File: src/rtl/serial_pkg.sv
// serial_pkg: shared types and defaults for the bit-serial operand feeder
package serial_pkg;
    typedef enum logic [1:0] {IDLE, SHIFT, DONE} state_t;
    localparam int WIDTH_DEF = 16;
endpackage

File: src/rtl/serial_operand_feeder_if.sv
// serial_operand_feeder_if: parallel operand handshake plus serial bit stream toward the adder
interface serial_operand_feeder_if import serial_pkg::*; #(parameter int WIDTH = WIDTH_DEF);
    logic             in_valid;
    logic             in_ready;
    logic [WIDTH-1:0] in_a;
    logic [WIDTH-1:0] in_b;
    logic             in_sub;
    logic             ser_ready;
    logic             ser_valid;
    logic             ser_a;
    logic             ser_b;
    logic             ser_cin;
    logic             ser_first;
    logic             ser_last;
    logic             done;
    modport master (
        output in_valid, in_a, in_b, in_sub, ser_ready,
        input  in_ready, ser_valid, ser_a, ser_b, ser_cin, ser_first, ser_last, done
    );
    modport slave (
        input  in_valid, in_a, in_b, in_sub, ser_ready,
        output in_ready, ser_valid, ser_a, ser_b, ser_cin, ser_first, ser_last, done
    );
endinterface

File: src/rtl/serial_piso.sv
// serial_piso: parallel-load, shift-right register exposing its lsb
module serial_piso #(parameter int WIDTH = 16) (
    input  logic             clk,
    input  logic             rst,
    input  logic             load,
    input  logic             shift,
    input  logic [WIDTH-1:0] d,
    output logic             lsb
);
    logic [WIDTH-1:0] q;
    // load wins over shift; shifting moves toward the lsb with zero fill
    always_ff @(posedge clk) begin
        if (rst) q <= '0;
        else if (load) q <= d;
        else if (shift) q <= {1'b0, q[WIDTH-1:1]};
    end
    assign lsb = q[0];
endmodule

File: src/rtl/serial_operand_feeder.sv
// serial_operand_feeder: streams operand pairs LSB-first to a bit-serial adder (subtract mode under SERIAL_SUB_EN)
module serial_operand_feeder import serial_pkg::*; #(
    parameter int WIDTH = WIDTH_DEF,
    parameter int CNT_W = $clog2(WIDTH)
) (
    input logic clk,
    input logic rst,
    serial_operand_feeder_if.slave bus
);
    state_t state, state_nx;
    logic [CNT_W-1:0] cnt;
    logic accept, step, first, last, sa0, sb0, sub;

    assign accept = (state == IDLE) && bus.in_valid;
    assign step   = (state == SHIFT) && bus.ser_ready;
    assign first  = cnt == '0;
    assign last   = cnt == CNT_W'(WIDTH - 1);

    serial_piso #(.WIDTH(WIDTH)) u_pa (.clk(clk), .rst(rst), .load(accept), .shift(step), .d(bus.in_a), .lsb(sa0));
    serial_piso #(.WIDTH(WIDTH)) u_pb (.clk(clk), .rst(rst), .load(accept), .shift(step), .d(bus.in_b), .lsb(sb0));

`ifdef SERIAL_SUB_EN
    // subtract flag captured with the operands and held for the whole frame
    always_ff @(posedge clk) begin
        if (rst) sub <= 1'b0;
        else if (accept) sub <= bus.in_sub;
    end
`else
    logic unused_sub;
    assign sub        = 1'b0;
    assign unused_sub = bus.in_sub;
`endif

    // bit index within the frame, restarted on every accepted pair
    always_ff @(posedge clk) begin
        if (rst || accept) cnt <= '0;
        else if (step) cnt <= cnt + 1'b1;
    end

    // state register
    always_ff @(posedge clk) begin
        if (rst) state <= IDLE;
        else state <= state_nx;
    end

    // next state and stream outputs; a stalled SHIFT simply holds
    always_comb begin
        state_nx      = state;
        bus.in_ready  = 1'b0;
        bus.ser_valid = 1'b0;
        bus.ser_a     = 1'b0;
        bus.ser_b     = 1'b0;
        bus.ser_cin   = 1'b0;
        bus.ser_first = 1'b0;
        bus.ser_last  = 1'b0;
        bus.done      = 1'b0;
        case (state)
            IDLE: begin
                bus.in_ready = 1'b1;
                if (bus.in_valid) state_nx = SHIFT;
            end
            SHIFT: begin
                bus.ser_valid = 1'b1;
                bus.ser_a     = sa0;
                bus.ser_b     = sb0 ^ sub;
                bus.ser_first = first;
                bus.ser_last  = last;
                bus.ser_cin   = sub & first;
                if (bus.ser_ready && last) state_nx = DONE;
            end
            DONE: begin
                bus.done = 1'b1;
                state_nx = IDLE;
            end
            default: state_nx = IDLE;
        endcase
    end
endmodule

File: src/flat_wrapper.sv
// flat-port wrapper written by rule: the top's interface ports become plain ports
module serial_operand_feeder_flat import serial_pkg::*;
#(
    parameter int WIDTH = WIDTH_DEF,
    parameter int CNT_W = $clog2(WIDTH)
)
  (clk, rst, bus_in_valid, bus_in_a, bus_in_b, bus_in_sub, bus_ser_ready, bus_in_ready, bus_ser_valid, bus_ser_a, bus_ser_b, bus_ser_cin, bus_ser_first, bus_ser_last, bus_done);
  serial_operand_feeder_if #(.WIDTH(WIDTH)) bus_i ();
  input logic clk;
  input logic rst;
  input wire logic [$bits(bus_i.in_valid)-1:0] bus_in_valid;
  input wire logic [$bits(bus_i.in_a)-1:0] bus_in_a;
  input wire logic [$bits(bus_i.in_b)-1:0] bus_in_b;
  input wire logic [$bits(bus_i.in_sub)-1:0] bus_in_sub;
  input wire logic [$bits(bus_i.ser_ready)-1:0] bus_ser_ready;
  output wire logic [$bits(bus_i.in_ready)-1:0] bus_in_ready;
  output wire logic [$bits(bus_i.ser_valid)-1:0] bus_ser_valid;
  output wire logic [$bits(bus_i.ser_a)-1:0] bus_ser_a;
  output wire logic [$bits(bus_i.ser_b)-1:0] bus_ser_b;
  output wire logic [$bits(bus_i.ser_cin)-1:0] bus_ser_cin;
  output wire logic [$bits(bus_i.ser_first)-1:0] bus_ser_first;
  output wire logic [$bits(bus_i.ser_last)-1:0] bus_ser_last;
  output wire logic [$bits(bus_i.done)-1:0] bus_done;
  assign bus_i.in_valid = bus_in_valid;
  assign bus_i.in_a = bus_in_a;
  assign bus_i.in_b = bus_in_b;
  assign bus_i.in_sub = bus_in_sub;
  assign bus_i.ser_ready = bus_ser_ready;
  assign bus_in_ready = bus_i.in_ready;
  assign bus_ser_valid = bus_i.ser_valid;
  assign bus_ser_a = bus_i.ser_a;
  assign bus_ser_b = bus_i.ser_b;
  assign bus_ser_cin = bus_i.ser_cin;
  assign bus_ser_first = bus_i.ser_first;
  assign bus_ser_last = bus_i.ser_last;
  assign bus_done = bus_i.done;
  serial_operand_feeder #(.WIDTH(WIDTH), .CNT_W(CNT_W)) u_core (.clk(clk), .rst(rst), .bus(bus_i));
endmodule
File: config.mk
export PLATFORM = sky130hd
export DESIGN_NAME = serial_operand_feeder_flat
export DESIGN_NICKNAME = d
export VERILOG_FILES = /design/src/rtl/serial_pkg.sv /design/src/rtl/serial_operand_feeder_if.sv /design/src/rtl/serial_piso.sv /design/src/rtl/serial_operand_feeder.sv /design/src/flat_wrapper.sv
export SDC_FILE = /design/constraint.sdc
export NUM_CORES = 1
export LEC_CHECK = 0
export BUFFER_PORTS_ARGS = -buffer_cell sky130_fd_sc_hd__buf_2
export CAP_MARGIN = 5
export CORE_MARGIN = 1
export CORE_UTILIZATION = 47
export DETAILED_ROUTE_END_ITERATION = 8
export PLACE_DENSITY = 0.74
export SYNTH_ARGS = -nofsm -noshare
export SYNTH_HDL_FRONTEND = slang
export SYNTH_HIERARCHICAL = 1
export SYNTH_SLANG_ARGS = --single-unit
File: constraint.sdc
create_clock -name clk -period 1.93 [get_ports clk]
set_clock_uncertainty 0.1 [all_clocks]
set_input_delay 0 -clock clk [delete_from_list [all_inputs] [get_ports clk]]
set_output_delay 0 -clock clk [all_outputs]
set_load 0.02 [all_outputs]
Word-level counts from Yosys, hierarchy flattened
Index checks and enable logic that the tools add are counted.

storage, ports and cells
  input port bits = 37
  output and inout port bits = 8
  register bits after elaboration = 38
  word-level logic and storage cells = 32

cells by class
  reductions and logical operators = 8
  eq/ne operators = 5
  add/sub/neg operators = 1
  multiplexer cells = 14

operators by type and width
  cell                                                              number
  16-bit 2-to-1 mux                                                 4
  1-bit 2-to-1 mux                                                  7
  4-bit by 1-bit adder with 4-bit output (second input constant)    1
  4-bit == test (second input constant)                             1
  4-bit zero test                                                   1
  2-bit 2-to-1 mux                                                  2
  2-bit != test (second input constant)                             2
  2-bit one-hot mux with 2 select lines                             1
  1-bit logical AND                                                 3
  2-bit by 1-bit == test with 1-bit output (second input constant)  1
  2-bit == test (second input constant)                             1
  2-bit zero test                                                   1
  2-bit AND reduction                                               1
  2-bit nonzero test                                                1
  1-bit logical OR                                                  1

Logic depth before layout (Yosys ltp)
Gate-level depths: netlist (run 1).

  depth after elaboration = 4
  gate-level depth with buffers = 6

Cells and area by module
Netlist (run 1), hierarchy kept.

by module, submodules not included
  module                 area each (µm²)  times used  cells each
  serial_piso            764.5            2           71
  serial_operand_feeder  331.6            1           41

Worst setup path before layout (run 1)
No wires, ideal clock.

  kind = flip-flop to flip-flop
  from = register u_core.state[0]
  to = register u_core.u_pa.q[10]
  arrival time = 1.830 ns
  required time = 1.744 ns
  library setup time = 0.086 ns
  cell stages (with the launch flop) = 5
  slack = -0.085 ns
  cell sequence = dfxtp_1 nor3b_1 inv_1 buf_4 a211oi_1

on the way
  cells in the longest elaborated chain, start to end = 3

RTL lines
  element                                                         RTL line                     text
  from (decl)                                                     serial_operand_feeder.sv:10  state_t state, state_nx;
  from (signal assigned)                                          serial_operand_feeder.sv:43  else state <= state_nx;
  2-bit zero test *                                               serial_operand_feeder.sv:14  assign accept = (state == IDLE) && bus.in_valid;
  1-bit logical AND *                                             serial_operand_feeder.sv:14
  named net u_core.accept                                         serial_operand_feeder.sv:12  logic accept, step, first, last, sa0, sb0, sub;
  16-bit 2-to-1 mux / 2-bit nonzero test (equally long branches)  --
  to (signal assigned)                                            serial_piso.sv:15            else if (shift) q <= {1'b0, q[WIDTH-1:1]};
  to (decl)                                                       serial_piso.sv:10            logic [WIDTH-1:0] q;

The timed path passes the listed nets; every way through them passes the cells marked *.
A chain may end at the register's enable or synchronous reset.

Final worst setup path (run 1)
  from = register u_core.cnt[1]
  to = register u_core.state[0]

on the way
  cells in the longest elaborated chain, start to end = 4

RTL lines
  element                        RTL line                     text
  from (decl)                    serial_operand_feeder.sv:11  logic [CNT_W-1:0] cnt;
  from (signal assigned)         serial_operand_feeder.sv:37  else if (step) cnt <= cnt + 1'b1;
  4-bit == test                  serial_operand_feeder.sv:17  assign last = cnt == CNT_W'(WIDTH - 1);
  1-bit logical AND              serial_operand_feeder.sv:69  if (bus.ser_ready && last) state_nx = DONE;
  2-bit != test (no line)        --
  2-bit AND reduction (no line)  --

Every way passes these cells.

==> results.json, run 1 <==
{
  "critical_path_required_ns": 1.97,
  "clockBufferDepth": 2,
  "hold_violations": 0,
  "cp.arrival_ns": 1.71,
  "dpl_cell_area_um2": 2060,
  "hold_ws_ns": 0.178,
  "place_ws_ns": 0.305,
  "cts_made_buffers": 5,
  "cp-end-kind": "flip-flop",
  "final_cells": 304,
  "period_share_pct": 86.2,
  "synth-async-reset-ratio_pct": 0,
  "slew_violations": 0,
  "grt_pass1_wl_mm": 6.31,
  "setup_viol": 0,
  "die_area_um2": 4210,
  "slew_headroom_pct": 54.4,
  "cap_violations": 0,
  "crit_family": "buffers and inverters",
  "synth_top_area_share_pct": 40.9,
  "fin_nets": 296,
  "total_power_mw": 1.70,
  "io_buffers": 42,
  "layout_common_cells": "42 x buf_2, 38 x dfxtp_1, 35 x dlygate4sd3_1, 31 x nor2b_1, 30 x mux2i_1",
  "cts_setup_buffers": 0,
  "postLayoutCellArea_um2": 2490,
  "status": "finished, final reports clean",
  "antenna_found_initial": 0,
  "p_per_area_nw_per_um2": 680,
  "synth-main-ff-cell": "dfxtp_1",
  "num_io_pins": 45,
  "grt_max_degree": 36,
  "wl_per_cell_um": 12.2,
  "worstPathCellList": "ha_1 -> nand3_1 -> o22ai_1 -> dlygate4sd3_1 -> nor3_1",
  "fin_tns_setup_ns": 0,
  "grt_pass1_vias": 1456,
  "synth_edf_count": 0,
  "crit_slowest_cell": "dlygate4sd3_1",
  "drt_iter0_markers": 75,
  "rows": 22,
  "insertion_delay_ns": 0.28,
  "yosysSeqAreaShare_pct": 40.9,
  "layout.cells.most_common": "buf_2",
  "cts_tree": "yes",
  "ys_types": 31,
  "cts.sinks": 38,
  "gr-usage-all-layers_pct": 19.8,
  "layout_min_cycle_time_ns": 1.66,
  "routed_wl_mm": 3.71,
  "ys_warn_count": 6,
  "ctsResizeCount": 0,
  "max_stage_delay_ns": 0.56,
  "tightestPinTransition_ns": 0.684,
  "syn_to_final_growth_pct": 34.0,
  "diodes": 0,
  "drtPass1Iterations": 4,
  "rsz0062_at_grt": "no",
  "hpwl_mm": 2.20,
  "num_vias": 1508,
  "synth-seq-cells": 38,
  "crit_path_max_fanout": 4,
  "gp_congestion": 0.744,
  "clkTransAtPathRegs_ns": 0.06,
  "initial_core_util_pct": 50.1,
  "htreeDepth": 2,
  "die_x_um": 64.9,
  "ir_drop_mv": 0.548,
  "ant_nets": 0,
  "critical_path.startpoint_type": "flip-flop",
  "fmax_mhz": 601,
  "p_leak_nw": 0.977,
  "syn-cell-area_um2": 1860,
  "netlist_instances": 183,
  "netlist_top_cells_area": "dfxtp_1 41%, mux2i_1 16%, nor2b_1 10%, a211oi_1 9.7%, a211oi_2 4.0%",
  "globalRouteOverflowTotal": 0,
  "fin_util_pct": 67.1,
  "final_layout_size_suffix_gt1_share_pct": 23.4,
  "final.setup.worst_slack_ns": 0.266,
  "yosysTopAreaCell": "dfxtp_1",
  "syn_avg_cell_area_um2": 10.2,
  "path_class": "reg2reg",
  "path_buf_inv": 1,
  "root_buffer": "clkbuf_8",
  "drc": 0,
  "dp_cells": 263,
  "synth_fp_nets": 222,
  "coreArea_um2": 3720,
  "die_y_um": 64.9,
  "avgViaCountPerCell": 4.96,
  "min_path_type": "in2reg"
}
==> routing by layer <==
metal | part of all wire, % | GRT usage, % | vias to the layer above
met5 | 0 | 0 | -
met4 | 1.4 | 6.67 | 0
met3 | 4.0 | 5.99 | 6
met2 | 49 | 34.5 | 36
met1 | 46 | 22.6 | 670
li1 | - | - | 796
==> where the power goes <==
part / total, mW / switching (mW) / internal [mW]
clock: 0.513 / 0.238 / 0.275
sequential: 0.873 / 0.0308 / 0.843
combinational: 0.309 / 0.138 / 0.171
total: 1.70 / 0.407 / 1.29
==> worst reg2reg max path: stages, from the launching register on <==
cell	delay, ns
dfxtp_1	0.38
ha_1	0.18
nand3_1	0.13
o22ai_1	0.14
dlygate4sd3_1	0.56
nor3_1	0.04
==> area by class of cell <==
| type | count | area (um2) |
|---|---|---|
| clock buffer | 6 | 82.6 |
| timing repair buffer | 80 | 596 |
| inverter | 6 | 22.5 |
| sequential | 38 | 761 |
| multi-input combinational | 126 | 972 |
| tap | 48 | 60.1 |
| fill | 289 | 1220 |
==> sequential cells by signal, summed over array words and instances (netlist names) <==
| register | cells |
|---|---|
| u_core/u_pa/q | 16 |
| u_core/u_pb/q | 16 |
| u_core/cnt | 4 |
| u_core/state | 2 |
==> path summary, 6_finish.rpt <==
path	from	endpoint	slack, ns	cells past startpoint
max	u_core/cnt[1]$_SDFFE_PP0P_	u_core/state[0]$_SDFFE_PP0P_	0.27	5
min	rst	u_core/u_pa/q[15]$_SDFFE_PP0P_	0.18	2
max reg2reg	u_core/cnt[1]$_SDFFE_PP0P_	u_core/state[0]$_SDFFE_PP0P_	0.27	5
min reg2reg	u_core/cnt[1]$_SDFFE_PP0P_	u_core/cnt[1]$_SDFFE_PP0P_	0.41	2
==> kinds of logic after synthesis <==
group,Yosys count,share of synthesized area [%]
other cells,1,0.202
xor+xnor,2,0.942
compound gates,36,15.4
flops,38,40.9
simple gates,55,18.0
fa+ha+maj,2,1.34
mux,30,16.1
buf+inv,19,7.13
==> what timing repair did <==
| item | 4_1_cts | 5_1_grt |
|---|---|---|
| hold buffers | 35 | 0 |
| endpoints found under the setup margin | 0 | 0 |
| endpoints found under the hold margin | 35 | 0 |
==> synthesized netlist by cell type, types with 2 or more instances <==
cell type and count:
nor2b_1 31, mux2i_1 30, a211oi_2 6, or3b_1 2, buf_4 3, nor3_1 2, inv_1 6, buf_2 2
dfxtp_1 38, nand2_1 4, buf_12 2, nor2_1 4, and2_1 2, a211oi_1 24, buf_6 2, nand3_1 3
a21oi_1 4, ha_1 2, clkbuf_1 4
Note: power is estimated with default switching activity, not from simulation.
==> inputs of run 2 (changes only) <==
Settings changed: REMOVE_ABC_BUFFERS from default to 1.
==> results.json, run 2 (synthesis gave the netlist of run 1 again) <==
{
  "status": "finished, final reports clean",
  "critical_path_required_ns": 1.97,
  "cts_setup_buffers": 0,
  "rows": 22,
  "cap_violations": 0,
  "diodes": 0,
  "drtPass1Iterations": 4,
  "layout_common_cells": "42 x buf_2, 38 x dfxtp_1, 34 x dlygate4sd3_1, 31 x nor2b_1, 30 x mux2i_1",
  "io_buffers": 42,
  "grt_max_degree": 38,
  "timing.rr.start": "u_core/state[0]$_SDFFE_PP0P_",
  "min_path_cells": 2,
  "fin_tns_setup_ns": 0,
  "layout.cells.most_common": "buf_2",
  "routed_wl_mm": 3.89,
  "cts.sinks": 38,
  "tightestPinTransition_ns": 0.564,
  "hold_violations": 0,
  "grt_pass1_vias": 1573,
  "cts_made_buffers": 5,
  "rr_worst_depth": 5,
  "die_area_um2": 4210,
  "avgViaCountPerCell": 4.98,
  "min_from": "rst",
  "grt_pass1_wl_mm": 6.82,
  "setup_viol": 0,
  "ant_nets": 0,
  "slew_headroom_pct": 62.3,
  "min_path_type": "in2reg",
  "antenna_found_initial": 0,
  "root_buffer": "clkbuf_8",
  "coreArea_um2": 3720,
  "globalRouteOverflowTotal": 0,
  "num_vias": 1518,
  "reg_top3": "u_core/u_pa/q: 16 flops, u_core/u_pb/q: 16 flops, u_core/cnt: 4 flops",
  "clkTransAtPathRegs_ns": 0.07,
  "initial_core_util_pct": 50.1,
  "num_io_pins": 45,
  "drc": 0,
  "crit_path_max_fanout": 8,
  "total_power_mw": 1.69,
  "path_class": "reg2reg",
  "syn_to_final_growth_pct": 34.2,
  "critical_path.startpoint_type": "flip-flop",
  "gp_congestion": 0.729,
  "fin_nets": 296,
  "insertion_delay_ns": 0.28,
  "dp_cells": 264,
  "cp-end-kind": "flip-flop",
  "hold_ws_ns": 0.0727,
  "p_per_area_nw_per_um2": 676,
  "worst_hold_path.endpoint": "u_core/u_pa/q[15]$_SDFFE_PP0P_",
  "crit_start": "u_core/state[0]$_SDFFE_PP0P_",
  "final_layout_size_suffix_gt1_share_pct": 23.3,
  "hpwl_mm": 2.11,
  "gr-usage-all-layers_pct": 21.1,
  "wl_per_cell_um": 12.8,
  "r2r_slack_ns": 0.28,
  "p_leak_nw": 0.977,
  "die_y_um": 64.9,
  "rsz0062_at_grt": "no",
  "drt_iter0_markers": 42,
  "fmax_mhz": 608,
  "final_cells": 305,
  "cp.arrival_ns": 1.69,
  "slew_violations": 0,
  "cts_tree": "yes",
  "ir_drop_mv": 0.614,
  "htreeDepth": 2,
  "layout_min_cycle_time_ns": 1.65,
  "period_share_pct": 85.3,
  "r2r_end": "u_core/u_pa/q[6]$_SDFFE_PP0P_",
  "clockBufferDepth": 2,
  "die_x_um": 64.9
}
==> run 2: cell count changes in the layout (fill, tap and decap cells not counted), sizes merged <==
cell / previous run / this run
dlygate4sd3: 35 / 34
buf: 45 / 46
clkbuf: 6 / 7
==> run 2: final cells by class <==
type | count | area (um2)
fillers | 305 | 1220
flip-flops and latches | 38 | 761
repair buffers | 80 | 606
multi-input cells | 126 | 972
well taps | 48 | 60.1
inverters | 6 | 22.5
clock buffers | 7 | 76.3
==> run 2: routing by layer <==
metal | track usage [%] | vias up | part of all wire, %
met4 | 10.8 | 0 | 2.2
met5 | 0 | - | 0
met3 | 4.05 | 9 | 4.0
li1 | - | 793 | -
met1 | 25.9 | 679 | 47
met2 | 34.8 | 37 | 47
==> run 2: worst max path at each step <==
stage | endpoint | slack, ns | cells after the start
2_1_floorplan | u_core/u_pa/q[0]$_SDFFE_PP0P_ | -0.92 | 3
3_5_place_dp | u_core/u_pa/q[3]$_SDFFE_PP0P_ | 0.34 | 4
5_1_grt | u_core/u_pb/q[2]$_SDFFE_PP0P_ | 0.14 | 4
6_report | u_core/u_pa/q[6]$_SDFFE_PP0P_ | 0.28 | 5
4_1_cts | u_core/u_pb/q[4]$_SDFFE_PP0P_ | 0.30 | 5
3_3_place_gp | u_core/u_pb/q[15]$_SDFFE_PP0P_ | 0.36 | 5
==> run 2: timing repair <==
action	CTS	global route
endpoints found under the hold margin	35	0
hold buffers	34	0
resized for setup	0	0
==> run 2: critical path: stages, from the launching register on <==
cell and delay (ns):
dfxtp_1 0.47, nand3b_2 0.19, inv_1 0.16, buf_4 0.21, mux2i_1 0.26, a211oi_2 0.11
==> run 2: power breakdown <==
group	leakage, nW	total [mW]	switching [mW]	internal (mW)
clock	0.0383	0.500	0.251	0.249
combinational	0.624	0.314	0.140	0.174
sequential	0.314	0.875	0.0321	0.842
==> run 2: metrics by stage <==
| stage | setup slack, ns | instance area [um2] | utilization [%] |
|---|---|---|---|
| 3_5_place_dp | 0.337 | 2080 | 56.0 |
| 3_3_place_gp | 0.356 | 2080 | 56.0 |
| 4_1_cts | 0.297 | 2500 | 67.2 |
| 6_report | 0.285 | 2500 | 67.2 |
| 5_1_grt | 0.143 | 2500 | 67.2 |
| 2_1_floorplan | -0.921 | 1750 | - |
==> inputs of run 3 (changes only) <==
--- a/config.mk
+++ b/config.mk
@@ -10,5 +10,5 @@
 export CORE_MARGIN = 1
-export CORE_UTILIZATION = 47
+export CORE_UTILIZATION = 55
 export DETAILED_ROUTE_END_ITERATION = 8
-export PLACE_DENSITY = 0.74
+export PLACE_DENSITY = 0.82
 export REMOVE_ABC_BUFFERS = 1
==> constraint.sdc (replaced) <==
create_clock -name clk -period 2.1 [get_ports clk]
set_clock_uncertainty 0.1 [all_clocks]
set_input_delay 0.315 -clock clk [delete_from_list [all_inputs] [get_ports clk]]
set_output_delay 0.315 -clock clk [all_outputs]
set_load 0.02 [all_outputs]
==> results.json, run 3 (synthesis gave the netlist of run 1 again) <==
{
  "status": "finished, final reports clean",
  "routed_wl_mm": 3.39,
  "root_buffer": "clkbuf_4",
  "drtPass1Iterations": 4,
  "final_cells": 268,
  "ctsResizeCount": 0,
  "insertion_delay_ns": 0.33,
  "slew_headroom_pct": 56.1,
  "dp_cells": 260,
  "hpwl_mm": 2.43,
  "cp-end-kind": "output port",
  "cap_violations": 0,
  "fmax_mhz": 539,
  "timing.rr.start": "u_core/state[0]$_SDFFE_PP0P_",
  "grt_pass1_vias": 1347,
  "grt_max_degree": 36,
  "path_class": "reg2out",
  "period_share_pct": 88.3,
  "clockBufferDepth": 2,
  "hold_ws_ns": 0.126,
  "die_x_um": 60.2,
  "max_stage_delay_ns": 0.49,
  "diodes": 0,
  "wl_per_cell_um": 12.6,
  "min_path_type": "in2reg",
  "tightestPinTransition_ns": 0.658,
  "antenna_found_initial": 0,
  "htreeDepth": 2,
  "avgViaCountPerCell": 5.19,
  "p_per_area_nw_per_um2": 671,
  "drt_iter0_markers": 25,
  "die_area_um2": 3620,
  "cts_made_buffers": 5,
  "globalRouteOverflowTotal": 0,
  "final_layout_size_suffix_gt1_share_pct": 27.7,
  "hold_violations": 0,
  "clkTransAtPathRegs_ns": 0.11,
  "fin_tns_setup_ns": 0,
  "layout_min_cycle_time_ns": 1.86,
  "critical_path_required_ns": 1.68,
  "rows": 20,
  "rsz0062_at_grt": "no",
  "reg_top3": "u_core/u_pa/q: 16 flops, u_core/u_pb/q: 16 flops, u_core/cnt: 4 flops",
  "num_vias": 1390,
  "p_leak_nw": 0.828,
  "cts_tree": "yes",
  "dpl_cell_area_um2": 2060,
  "initial_core_util_pct": 59.5,
  "gp_congestion": 0.742,
  "postLayoutCellArea_um2": 2120,
  "fin_nets": 262,
  "final.setup.worst_slack_ns": 0.245,
  "syn_to_final_growth_pct": 14.1,
  "crit_path_max_fanout": 8,
  "io_buffers": 42,
  "crit_start": "u_core/state[0]$_SDFFE_PP0P_",
  "min_from": "bus_in_b[15]",
  "cp.arrival_ns": 1.44,
  "ant_nets": 0,
  "layout_common_cells": "42 x buf_2, 38 x dfxtp_1, 31 x nor2b_1, 30 x mux2i_1, 24 x a211oi_1",
  "crit_slowest_cell": "dfxtp_1",
  "total_power_mw": 1.43,
  "grt_pass1_wl_mm": 5.48,
  "worstPathCellList": "nand2b_1 -> nor4b_1 -> buf_2",
  "cts.sinks": 38,
  "layout.cells.most_common": "buf_2",
  "setup_viol": 0,
  "num_io_pins": 45,
  "fin_util_pct": 67.9,
  "cts_setup_buffers": 0,
  "coreArea_um2": 3130,
  "slew_violations": 0,
  "ir_drop_mv": 0.405,
  "drc": 0,
  "place_ws_ns": 0.411,
  "hold_buffers": 0,
  "critical_path.startpoint_type": "flip-flop",
  "die_y_um": 60.2,
  "gr-usage-all-layers_pct": 19.9
}
## run 3: cell count changes in the layout (fill, tap and decap cells not counted), sizes merged
cell         previous run  this run
dlygate4sd3            34         0
clkinv                  0         1
## run 3: power by group
part	internal [mW]	switching (mW)	leakage, nW
clock	0.162	0.226	0.0353
sequential	0.774	0.0294	0.314
combinational	0.116	0.117	0.478
## run 3: worst paths after layout
kind / endpoint / slack, ns / cells past startpoint
min: u_core/u_pb/q[15]$_SDFFE_PP0P_ / 0.13 / 3
max reg2reg: u_core/u_pa/q[0]$_SDFFE_PP0P_ / 0.42 / 4
min reg2reg: u_core/cnt[1]$_SDFFE_PP0P_ / 0.40 / 2
max: bus_ser_first / 0.24 / 3
## run 3: layout make-up
cell class                      count  area [um2]
Inverter                            6        22.5
Sequential cell                    38         761
Multi-Input combinational cell    126         972
Timing Repair Buffer               46         253
Tap cell                           44        55.1
Clock inverter                      1        5.00
Fill cell                         248        1000
Clock buffer                        7        55.1
## run 3: routing by layer
layer	vias to the layer above	share of wire (%)	global-route usage, %
li1	726	-	-
met1	630	45	22.3
met2	30	50	36.3
met3	4	3.8	4.33
met4	0	1.0	7.64
met5	-	0	0
## run 3: critical path: cells and delay by family (launching register included)
| family | cells | cell delay, ns |
|---|---|---|
| buffers and inverters | 1 | 0.21 |
| DFF | 1 | 0.49 |
| and+or+nand+nor | 2 | 0.42 |
